$ cat src/rtl/axil_uart_pkg.sv
// axil_uart_pkg: shared definitions for the AXI-Lite UART register front end.
// Holds register word offsets (addr[3:2]), STATUS bit positions, the AXI
// response encoding and the write/read channel FSM state types.
package axil_uart_pkg;

  localparam logic [1:0] TXDATA   = 2'd0;
  localparam logic [1:0] RXDATA   = 2'd1;
  localparam logic [1:0] STATUS   = 2'd2;
  localparam logic [1:0] BAUD_DIV = 2'd3;

  localparam int ST_TX_FULL  = 0;
  localparam int ST_TX_EMPTY = 1;
  localparam int ST_RX_FULL  = 2;
  localparam int ST_RX_OVR   = 3;
  localparam int ST_TX_DROP  = 4;

  typedef enum logic [1:0] {OKAY = 2'b00, SLVERR = 2'b10} resp_t;
  typedef enum logic {W_IDLE, W_RESP} wstate_t;
  typedef enum logic {R_IDLE, R_RESP} rstate_t;

endpackage

$ cat src/rtl/axil_uart_regs_fifo.sv
// sync_fifo: single-clock show-ahead FIFO.
// Ports: clk, rst (async high); push/din write side; pop/dout read side
// (dout is the head entry, valid while !empty); full/empty flags.
// A push on a full FIFO is accepted when a pop happens in the same cycle.
// DEPTH must be a power of two, at least 2.
module sync_fifo #(
  parameter int WIDTH = 8,
  parameter int DEPTH = 4
) (
  input  logic             clk,
  input  logic             rst,
  input  logic             push,
  input  logic [WIDTH-1:0] din,
  input  logic             pop,
  output logic [WIDTH-1:0] dout,
  output logic             full,
  output logic             empty
);

  localparam int AW = $clog2(DEPTH);

  logic [WIDTH-1:0] mem [DEPTH];
  logic [AW-1:0]    wp, rp;
  logic [AW:0]      cnt;
  logic             do_push, do_pop;

  assign full    = (cnt == (AW+1)'(DEPTH));
  assign empty   = (cnt == '0);
  assign do_pop  = pop && !empty;
  assign do_push = push && (!full || do_pop);
  assign dout    = mem[rp];

  always_ff @(posedge clk) begin
    if (do_push) mem[wp] <= din;
  end

  always_ff @(posedge clk or posedge rst) begin
    if (rst) begin
      wp  <= '0;
      rp  <= '0;
      cnt <= '0;
    end else begin
      if (do_push) wp <= wp + 1'b1;
      if (do_pop)  rp <= rp + 1'b1;
      case ({do_push, do_pop})
        2'b10:   cnt <= cnt + 1'b1;
        2'b01:   cnt <= cnt - 1'b1;
        default: cnt <= cnt;
      endcase
    end
  end

endmodule

$ cat src/rtl/axil_uart_regs.sv
// axil_uart_regs: AXI4-Lite slave register block for the UART bridge.
// Ports: clk, rst (async high); s_axi_* AXI-Lite slave (AW/W/B, AR/R);
// tx_data/tx_valid/tx_ready byte stream out of a TX FIFO; rx_data/rx_valid
// single-cycle received byte; baud_div divisor shared by the UART stages.
// Map (addr[3:2]): 0 TXDATA (push), 1 RXDATA (pop), 2 STATUS (read-clear
// of overrun/drop), 3 BAUD_DIV. Anything with addr above bit 3 is SLVERR.
module axil_uart_regs
  import axil_uart_pkg::*;
#(
  parameter int          ADDR_W   = 32,
  parameter int          TX_DEPTH = 4,
  parameter logic [15:0] BAUD_RST = 16'd868
) (
  input  logic              clk,
  input  logic              rst,
  input  logic [ADDR_W-1:0] s_axi_awaddr,
  input  logic              s_axi_awvalid,
  output logic              s_axi_awready,
  input  logic [31:0]       s_axi_wdata,
  input  logic [3:0]        s_axi_wstrb,
  input  logic              s_axi_wvalid,
  output logic              s_axi_wready,
  output logic [1:0]        s_axi_bresp,
  output logic              s_axi_bvalid,
  input  logic              s_axi_bready,
  input  logic [ADDR_W-1:0] s_axi_araddr,
  input  logic              s_axi_arvalid,
  output logic              s_axi_arready,
  output logic [31:0]       s_axi_rdata,
  output logic [1:0]        s_axi_rresp,
  output logic              s_axi_rvalid,
  input  logic              s_axi_rready,
  output logic [7:0]        tx_data,
  output logic              tx_valid,
  input  logic              tx_ready,
  input  logic [7:0]        rx_data,
  input  logic              rx_valid,
  output logic [15:0]       baud_div
);

  // ---------------- write channel ----------------
  wstate_t           wstate, wstate_n;
  logic              aw_held, w_held, aw_hs, w_hs, wr_fire;
  logic [ADDR_W-1:0] awaddr_q, wa;
  logic [15:0]       wdata_q, wd;
  logic [1:0]        wstrb_q, ws;
  resp_t             bresp_q;
  logic              wr_map;
  logic [1:0]        wr_off;

  // Readies are gated by rst so they are low throughout reset.
  assign s_axi_awready = !rst && (wstate == W_IDLE) && !aw_held;
  assign s_axi_wready  = !rst && (wstate == W_IDLE) && !w_held;
  assign aw_hs = s_axi_awvalid && s_axi_awready;
  assign w_hs  = s_axi_wvalid && s_axi_wready;

  // Effective beat: the held copy if captured earlier, else the live bus.
  assign wa = aw_held ? awaddr_q : s_axi_awaddr;
  assign wd = w_held  ? wdata_q  : s_axi_wdata[15:0];
  assign ws = w_held  ? wstrb_q  : s_axi_wstrb[1:0];
  assign wr_map = (wa[ADDR_W-1:4] == '0);
  assign wr_off = wa[3:2];

  always_comb begin
    wstate_n = wstate;
    wr_fire  = 1'b0;
    case (wstate)
      W_IDLE: if ((aw_held || aw_hs) && (w_held || w_hs)) begin
        wr_fire  = 1'b1;
        wstate_n = W_RESP;
      end
      W_RESP: if (s_axi_bready) wstate_n = W_IDLE;
      default: wstate_n = W_IDLE;
    endcase
  end

  always_ff @(posedge clk or posedge rst) begin
    if (rst) begin
      wstate   <= W_IDLE;
      aw_held  <= 1'b0;
      w_held   <= 1'b0;
      awaddr_q <= '0;
      wdata_q  <= '0;
      wstrb_q  <= '0;
      bresp_q  <= OKAY;
    end else begin
      wstate <= wstate_n;
      if (aw_hs) awaddr_q <= s_axi_awaddr;
      if (w_hs) begin
        wdata_q <= s_axi_wdata[15:0];
        wstrb_q <= s_axi_wstrb[1:0];
      end
      if (wr_fire) begin
        aw_held <= 1'b0;
        w_held  <= 1'b0;
        bresp_q <= wr_map ? OKAY : SLVERR;
      end else begin
        if (aw_hs) aw_held <= 1'b1;
        if (w_hs)  w_held  <= 1'b1;
      end
    end
  end

  assign s_axi_bvalid = (wstate == W_RESP);
  assign s_axi_bresp  = bresp_q;

  // ---------------- read channel ----------------
  rstate_t     rstate, rstate_n;
  logic        ar_hs, rd_map, rx_pop, st_clr;
  logic [1:0]  rd_off;
  logic [31:0] rd_val, rdata_q;
  resp_t       rresp_q;

  logic        tx_full, tx_empty, tx_pop, tx_push, tx_drop_set, baud_we;
  logic        rx_full, rx_ovr, tx_drop;
  logic [7:0]  rx_hold;
  logic [15:0] baud_q, baud_nv;

  assign s_axi_arready = !rst && (rstate == R_IDLE);
  assign ar_hs  = s_axi_arvalid && s_axi_arready;
  assign rd_map = (s_axi_araddr[ADDR_W-1:4] == '0);
  assign rd_off = s_axi_araddr[3:2];
  assign rx_pop = ar_hs && rd_map && (rd_off == RXDATA);
  assign st_clr = ar_hs && rd_map && (rd_off == STATUS);

  always_comb begin
    rd_val = '0;
    if (rd_map) begin
      case (rd_off)
        RXDATA: rd_val = {23'b0, rx_full, rx_hold};
        STATUS: begin
          rd_val[ST_TX_FULL]  = tx_full;
          rd_val[ST_TX_EMPTY] = tx_empty;
          rd_val[ST_RX_FULL]  = rx_full;
          rd_val[ST_RX_OVR]   = rx_ovr;
          rd_val[ST_TX_DROP]  = tx_drop;
        end
        BAUD_DIV: rd_val = {16'b0, baud_q};
        default:  rd_val = '0;
      endcase
    end
  end

  always_comb begin
    rstate_n = rstate;
    case (rstate)
      R_IDLE:  if (ar_hs) rstate_n = R_RESP;
      R_RESP:  if (s_axi_rready) rstate_n = R_IDLE;
      default: rstate_n = R_IDLE;
    endcase
  end

  always_ff @(posedge clk or posedge rst) begin
    if (rst) begin
      rstate  <= R_IDLE;
      rdata_q <= '0;
      rresp_q <= OKAY;
    end else begin
      rstate <= rstate_n;
      if (ar_hs) begin
        rdata_q <= rd_val;
        rresp_q <= rd_map ? OKAY : SLVERR;
      end
    end
  end

  assign s_axi_rvalid = (rstate == R_RESP);
  assign s_axi_rdata  = rdata_q;
  assign s_axi_rresp  = rresp_q;

  // ---------------- TX FIFO ----------------
  assign tx_pop      = tx_valid && tx_ready;
  assign tx_push     = wr_fire && wr_map && (wr_off == TXDATA) && ws[0];
  assign tx_drop_set = tx_push && tx_full && !tx_pop;

  sync_fifo #(.WIDTH(8), .DEPTH(TX_DEPTH)) u_tx_fifo (
    .clk   (clk),
    .rst   (rst),
    .push  (tx_push),
    .din   (wd[7:0]),
    .pop   (tx_pop),
    .dout  (tx_data),
    .full  (tx_full),
    .empty (tx_empty)
  );

  assign tx_valid = !tx_empty;

  // ---------------- BAUD_DIV ----------------
  assign baud_we = wr_fire && wr_map && (wr_off == BAUD_DIV);

  always_comb begin
    baud_nv = baud_q;
    if (ws[0]) baud_nv[7:0]  = wd[7:0];
    if (ws[1]) baud_nv[15:8] = wd[15:8];
    if (baud_nv == '0) baud_nv = 16'd1;  // divide-by-zero is meaningless
  end

  // ---------------- RX hold and sticky status ----------------
  // Set events are applied after clears so a coincident set wins.
  always_ff @(posedge clk or posedge rst) begin
    if (rst) begin
      baud_q  <= BAUD_RST;
      rx_hold <= '0;
      rx_full <= 1'b0;
      rx_ovr  <= 1'b0;
      tx_drop <= 1'b0;
    end else begin
      if (baud_we) baud_q <= baud_nv;
      if (st_clr) begin
        rx_ovr  <= 1'b0;
        tx_drop <= 1'b0;
      end
      if (tx_drop_set) tx_drop <= 1'b1;
      if (rx_valid) begin
        rx_hold <= rx_data;
        rx_full <= 1'b1;
        if (rx_full && !rx_pop) rx_ovr <= 1'b1;
      end else if (rx_pop) begin
        rx_full <= 1'b0;
      end
    end
  end

  assign baud_div = baud_q;

  // Bus bits with no register behind them.
  logic unused_bits;
  assign unused_bits = ^{s_axi_wdata[31:16], s_axi_wstrb[3:2],
                         s_axi_awaddr[1:0], s_axi_araddr[1:0]};

endmodule

$ cat config.mk
export PLATFORM = sky130hd
export DESIGN_NAME = axil_uart_regs
export DESIGN_NICKNAME = d
export VERILOG_FILES = /design/src/rtl/axil_uart_pkg.sv /design/src/rtl/axil_uart_regs_fifo.sv /design/src/rtl/axil_uart_regs.sv
export SDC_FILE = /design/constraint.sdc
export NUM_CORES = 1
export LEC_CHECK = 0
export BUFFER_PORTS_ARGS = -buffer_cell sky130_fd_sc_hd__buf_2
export CAP_MARGIN = 25
export CORE_ASPECT_RATIO = 0.9
export CORE_UTILIZATION = 47
export CTS_CLUSTER_SIZE = 16
export DETAILED_ROUTE_END_ITERATION = 8
export GPL_TIMING_DRIVEN = 0
export PLACE_DENSITY_LB_ADDON = 0.08
export SYNTH_ARGS = -nofsm -noshare
export SYNTH_HDL_FRONTEND = slang
export SYNTH_SLANG_ARGS = --single-unit
export TNS_END_PERCENT = 30
$ cat constraint.sdc
create_clock -name clk -period 2.9 [get_ports clk]
set_clock_uncertainty 0.2 [all_clocks]
set_input_delay 0.29 -clock clk [delete_from_list [all_inputs] [get_ports clk]]
set_output_delay 0.29 -clock clk [all_outputs]
set_load 0.03 [all_outputs]
==> flow_summary.yaml, run 1 <==
global_route:
  grt_antenna_before_repair: 0
  grtUsageMet3_pct: 5.672
  globalRoute.busiestLayer: "met2"
  met2_usage_pct: 37.02
  grt_first_pass_wirelength_um: 23920
  grt_use_met1_pct: 27.48
  grt_pass1_vias: 4719
  grt_overflow_total: 0
  track_usage_pct: 21.93
  grt_max_degree: 41
power:
  swShare_pct: 29.96
  intPower_mw: 4.832
  combinationalPowerShare_pct: 29.0
  switchingPower_mw: 2.067
  ir_worst_vdd_mv: 0.5771
  p_seq_share_pct: 38.9
  power.density_mw_per_mm2: 808.9
  power_leakage_nw: 3.852
  p_clk_share_pct: 32.1
timing:
  rsz0062_at_grt: "false"
  max_freq_mhz: 368.4
  finalCritPeriodShare_pct: 93.61
  worstMarginPinSlew_ps: 749.5
  finalHoldViolCount: 0
  fin_crit_ps: 2715
  slew_headroom_pct: 50.03
  final-setup-viol-count: 0
  slew_violations: 0
  fin_hold_ws_ps: 50.97
  setup_tns_ps: 0
finish:
  final_cell_mix: "148 x buf_2, 99 x dfrtp_1, 80 x mux2_2, 58 x dlygate4sd3_1, 32 x edfxtp_1"
  fin_area_sq_mm: 0.008529
  final_common_cell: "buf_2"
  diodes: 0
  final_layout_size_suffix_gt1_share_pct: 42.46
  area_growth_pct: 34.72
  fin_nets: 826
  fillers: 971
setup_path:
  cp_max_fo: 6
  critPathRequiredTime_ps: 2990
  worstSetupStartpointType: "input port"
  worstPathArrival_ps: 2800
  r2r_end: "u_tx_fifo.cnt[2]"
  cp-end-kind: "flop"
  worstRegToRegCells: 8
  crit_type: "in2reg"
  reg2reg_slack_ps: 230
  worstReg2RegStart: "awaddr_q[22]"
detailed_routing:
  drt-initial-drc-count: 234
  drc: 0
  ant_nets: 0
  drt_wl_total_um: 14450
  route.vias.total: 4563
  vias_per_cell: 5.185
  first_pass_iters: 5
  routedWlPerCell_um: 16.42
die:
  start_util_pct: 48.96
  rows: 39
  core_region_area_sq_mm: 0.01293
  die_h_um: 112.1
  dieWidth_um: 124.3
  top_level_ports: 183
  die_area_sq_mm: 0.01394
yosys:
  synth_flop_cell: "dfrtp_1"
  syn_inst: 469
  synthDistinctLibCells: 49
  synthesis.area_sq_mm: 0.006331
  synth-warning-count: 0
  syn_area_per_cell_sq_um: 13.50
  ys_async_sr_fraction_pct: 76.47
  synth-edff-count: 32
  yosysSeqAreaShare_pct: 56.38
  ys_seq_elements: 136
hold_path:
  min_path_cells: 4
  holdPathEnd: "w_held"
  worstHoldStart: "s_axi_awvalid"
  hold_class: "in2reg"
clock_network:
  cts_buffers: 17
  path_clk_slew_ps: 50
  clock-sinks: 136
  cts_buffer_depth: 2
  root_buffer: "clkbuf_16"
  htreeDepth: 4
  clk_latency_ps: 410
  cts_tree: "done"
job:
  drv_cap: 0
placement:
  dp_hpwl_um: 10350
  dpl_cell_area_sq_mm: 0.007340
  port_buffers: 139
  globalplace.congestion: 0.7971
run_status:
  status: "finished clean"
## worst max-delay path by stage
stage	startpoint	to	slack (ps)	depth (start not counted)
after floorplan	w_held	wdata_q[0]	310	6
after global placement	w_held	u_tx_fifo.mem[1][6]	230	6
after detailed placement	wstrb_q[0]	u_tx_fifo.cnt[2]	200	8
after CTS	rst	u_tx_fifo.cnt[2]	60	10
after global routing	s_axi_awaddr[22]	u_tx_fifo.mem[0][2]	40	8
final	s_axi_awaddr[22]	u_tx_fifo.cnt[2]	190	10
## per-layer routing
metal,vias to the layer above,share of wire (%)
met4,0,1.4
met3,17,4.9
met1,2217,44
li1,2191,-
met5,-,0
met2,138,50
## through the flow
stage          std cells  utilization [%]  total power, mW  setup WS (ps)
3_3_place_gp         789            56.45            4.588          234.8
6_report             880            65.96            6.899          185.4
4_1_cts              880            65.92            6.965          58.79
3_5_place_dp         791            56.76            4.669          198.1
5_1_grt              880            65.96            7.252          40.77
2_1_floorplan        486                -            4.139          310.5
## cell families (layout without fill, tap and decap cells)
group                    after synthesis  in the layout  share of synthesized area [%]
flip-flops                           136            136                          56.38
multiplexers                         110            110                          20.89
AND/OR/NAND/NOR                      100            100                          9.565
AO/OA/AOI/OAI                         62             62                          6.858
buffers and inverters                 50            280                          4.447
adder cells (fa/ha/maj)                5              5                          1.107
XOR/XNOR                               5              5                         0.6917
other                                  1             18                        0.05923
## state kept, by name, indices dropped and copies added (netlist names)
signal         cells
rx_ovr             1
w_held             1
u_tx_fifo.wp       2
u_tx_fifo.rp       2
s_axi_bresp        1
aw_held            1
u_tx_fifo.cnt      3
rx_hold            8
wstrb_q            2
baud_div          16
awaddr_q          30
s_axi_rdata       16
s_axi_bvalid       1
wdata_q           16
s_axi_rvalid       1
u_tx_fifo.mem     32
s_axi_rresp        1
rx_full            1
tx_drop            1
## critical path, cell delays in order
cell           delay [ps]
dlygate4sd3_1         540
buf_2                 130
nor4_1                310
nand4_1               220
o22ai_4               260
a21oi_1               160
fa_1                  460
a211oi_1              190
a31oi_1                90
xnor2_1               150
## power by group through the flow
stage | clock network [mW] | logic, mW | registers (mW)
2_1_floorplan | 0 | 1.46 | 2.68
3_3_place_gp | 0 | 1.90 | 2.69
3_5_place_dp | 0 | 1.95 | 2.72
4_1_cts | 2.26 | 2.02 | 2.68
5_1_grt | 2.34 | 2.18 | 2.73
6_report | 2.21 | 2.00 | 2.69
## cell type report
class	instances	area [sq um]	area share, %
buffer	43	255.2	2.993
clock buffer	22	454.2	5.325
clock inverter	9	150.1	1.760
inverter	7	30.03	0.3521
multi-input combinational	300	2549	29.88
sequential	136	3570	41.85
tap	164	205.2	2.406
timing repair buffer	199	1316	15.43
## synth_stat cells (2+ instances only)
master	count	area, sq um
a211oi_1	11	82.58
a21oi_1	14	70.07
a22o_1	16	140.1
a31oi_1	3	18.77
and2_1	6	37.54
and3_1	2	12.51
buf_2	9	45.04
buf_4	18	135.1
buf_6	2	22.52
clkbuf_1	13	48.80
dfrtp_1	99	2477
dfstp_2	5	131.4
edfxtp_1	32	960.9
ha_1	4	50.05
inv_1	7	26.28
mux2_2	80	900.9
mux2_4	4	60.06
mux2i_1	17	170.2
mux4_2	8	180.2
nand2_1	19	71.32
nand3_1	7	35.03
nand3b_1	4	30.03
nand4_1	4	25.02
nor2_1	7	26.28
nor2b_1	14	87.58
nor3_1	7	35.03
nor4_1	21	131.4
o21ai_0	11	55.05
o21ai_1	2	10.01
xnor2_1	4	35.03
## timing repair
item / in CTS / in global routing
resized for setup: 0 / 1
setup buffers: 0 / 0
endpoints found under the setup margin: 0 / 33
hold buffers: 58 / 0
endpoints found under the hold margin: 82 / 0
(Power assumes the default switching activity.)
==> inputs of run 2 (changes only) <==
--- a/config.mk
+++ b/config.mk
@@ -8,6 +8,7 @@
 export BUFFER_PORTS_ARGS = -buffer_cell sky130_fd_sc_hd__buf_2
 export CAP_MARGIN = 25
 export CORE_ASPECT_RATIO = 0.9
+export CORE_MARGIN = 2
 export CORE_UTILIZATION = 47
 export CTS_CLUSTER_SIZE = 16
 export DETAILED_ROUTE_END_ITERATION = 8
==> flow_summary.yaml, run 2 (same netlist as run 1, synthesis figures left out) <==
setup_path:
  r2r_end: "u_tx_fifo.mem[1][1]"
  worstRegToRegCells: 6
  critPathRequiredTime_ps: 2750
  setup.worst_path.end: "u_tx_fifo.mem[1][1]"
  critical_path.startpoint: "s_axi_awaddr[5]"
  reg2reg_slack_ps: 290
  worstPathArrival_ps: 2570
  worstReg2RegStart: "awaddr_q[4]"
  cp-end-kind: "flop"
  crit_type: "in2reg"
  worstSetupStartpointType: "input port"
  cp_max_fo: 8
timing:
  final-setup-viol-count: 0
  fin_crit_ps: 2722
  fin_hold_ws_ps: 51.71
  worstMarginPinSlew_ps: 894.9
  setup_tns_ps: 0
  slew_headroom_pct: 40.34
  finalWorstSetupSlack_ps: 178.3
  finalCritPeriodShare_pct: 93.85
  max_freq_mhz: 367.4
  rsz0062_at_grt: "false"
  finalHoldViolCount: 0
  slew_violations: 0
detailed_routing:
  ant_nets: 0
  drt-initial-drc-count: 179
  vias_per_cell: 5.214
  drt_wl_total_um: 15020
  routedWlPerCell_um: 16.92
  route.vias.total: 4630
  first_pass_iters: 4
  drc: 0
die:
  dieWidth_um: 126.3
  start_util_pct: 47.74
  die_area_sq_mm: 0.01442
  top_level_ports: 183
  rows: 40
  core_region_area_sq_mm: 0.01326
  die_h_um: 114.1
finish:
  fillers: 987
  reg_top3: "u_tx_fifo.mem (32), awaddr_q (30)"
  fin_area_sq_mm: 0.008587
  fin_nets: 829
  regMostFlops: "u_tx_fifo.mem"
  seq_area_sq_mm: 0.003570
  final_layout_size_suffix_gt1_share_pct: 43.19
  fin_cells: 888
  final_cell_mix: "148 x buf_2, 99 x dfrtp_1, 80 x mux2_2, 58 x dlygate4sd3_1, 32 x edfxtp_1"
  multi_input_area_sq_mm: 0.002561
  area_growth_pct: 35.63
  final_common_cell: "buf_2"
  largest_register_ffs: 32
  diodes: 0
placement:
  post-place-ws_ps: 234.6
  port_buffers: 139
  dpl_cell_area_sq_mm: 0.007365
  dp_hpwl_um: 10850
  placedCellCount: 796
  globalplace.congestion: 0.7688
global_route:
  grt_pass1_vias: 4741
  track_usage_pct: 21.71
  grt_use_met1_pct: 28.76
  met2_usage_pct: 35.47
  grtUsageMet3_pct: 5.701
  grt_max_degree: 31
  grt_overflow_total: 0
  grt_antenna_before_repair: 0
  globalRoute.busiestLayer: "met2"
  grt_first_pass_wirelength_um: 24160
clock_network:
  clk_latency_ps: 420
  root_buffer: "clkbuf_16"
  htreeDepth: 4
  cts_tree: "done"
  path_clk_slew_ps: 60
  cts_buffers: 17
  cts_buffer_depth: 2
  clock-sinks: 136
power:
  power.density_mw_per_mm2: 803.5
  ir_worst_vdd_mv: 0.4514
  power_leakage_nw: 3.884
job:
  drv_cap: 0
hold_path:
  hold_class: "in2reg"
run_status:
  status: "finished clean"
[run 2: cell types whose count changed in the layout (fill, tap and decap cells not counted), sizes merged]
cell and delta:
clkinv +1, clkinvlp -1, clkbuf +2, buf +3
bufinv -1
[run 2: per-stage QoR]
stage                     utilization (%)  power [mW]
after floorplan                         -       4.139
after CTS                           64.50       6.954
final                               64.75       6.899
after global routing                64.75       7.256
after global placement              55.08       4.591
after detailed placement            55.53       4.672
[run 2: layout make-up]
type | instances | area share (%)
tap | 168 | 2.448
buffer | 43 | 2.972
sequential | 136 | 41.57
clock buffer | 24 | 5.726
multi-input combinational | 300 | 29.83
clock inverter | 8 | 1.370
inverter | 7 | 0.3497
timing repair buffer | 202 | 15.74
[run 2: worst max-delay path, stage by stage]
cell           delay [ps]
dlygate4sd3_1         540
buf_2                 130
nor4_1                330
nand4_1               240
o22ai_4               230
and3_1                180
buf_2                 170
and2_1                450
[run 2: worst min-delay path by stage]
stage	startpoint	endpoint	slack [ps]	cells past startpoint
6_report	s_axi_awvalid	w_held	50	4
5_1_grt	s_axi_awvalid	w_held	90	4
4_1_cts	s_axi_awvalid	w_held	20	4
3_5_place_dp	rst	w_held	250	2
3_3_place_gp	s_axi_rdata[5]	s_axi_rdata[5]	260	2
2_1_floorplan	s_axi_bready	s_axi_bvalid	190	1
[run 2: what timing repair did]
item	4_1_cts	5_1_grt
gates resized for setup	0	3
endpoints found under the hold margin	76	0
hold buffers	58	0
setup buffers	0	2
endpoints found under the setup margin	0	33
[run 2: report_power, final]
group	total, mW	internal [mW]	leakage [nW]	switching [mW]
Combinational	2.01	0.949	2.03	1.06
Sequential	2.69	2.44	1.56	0.251
Clock	2.21	1.44	0.300	0.770
Total	6.90	4.82	3.88	2.08
[run 2: per-layer routing]
metal  part of all wire, %  up-vias
li1                      -     2191
met4                   1.3        0
met2                    47      138
met3                   5.2       19
met5                     0        -
met1                    46     2282
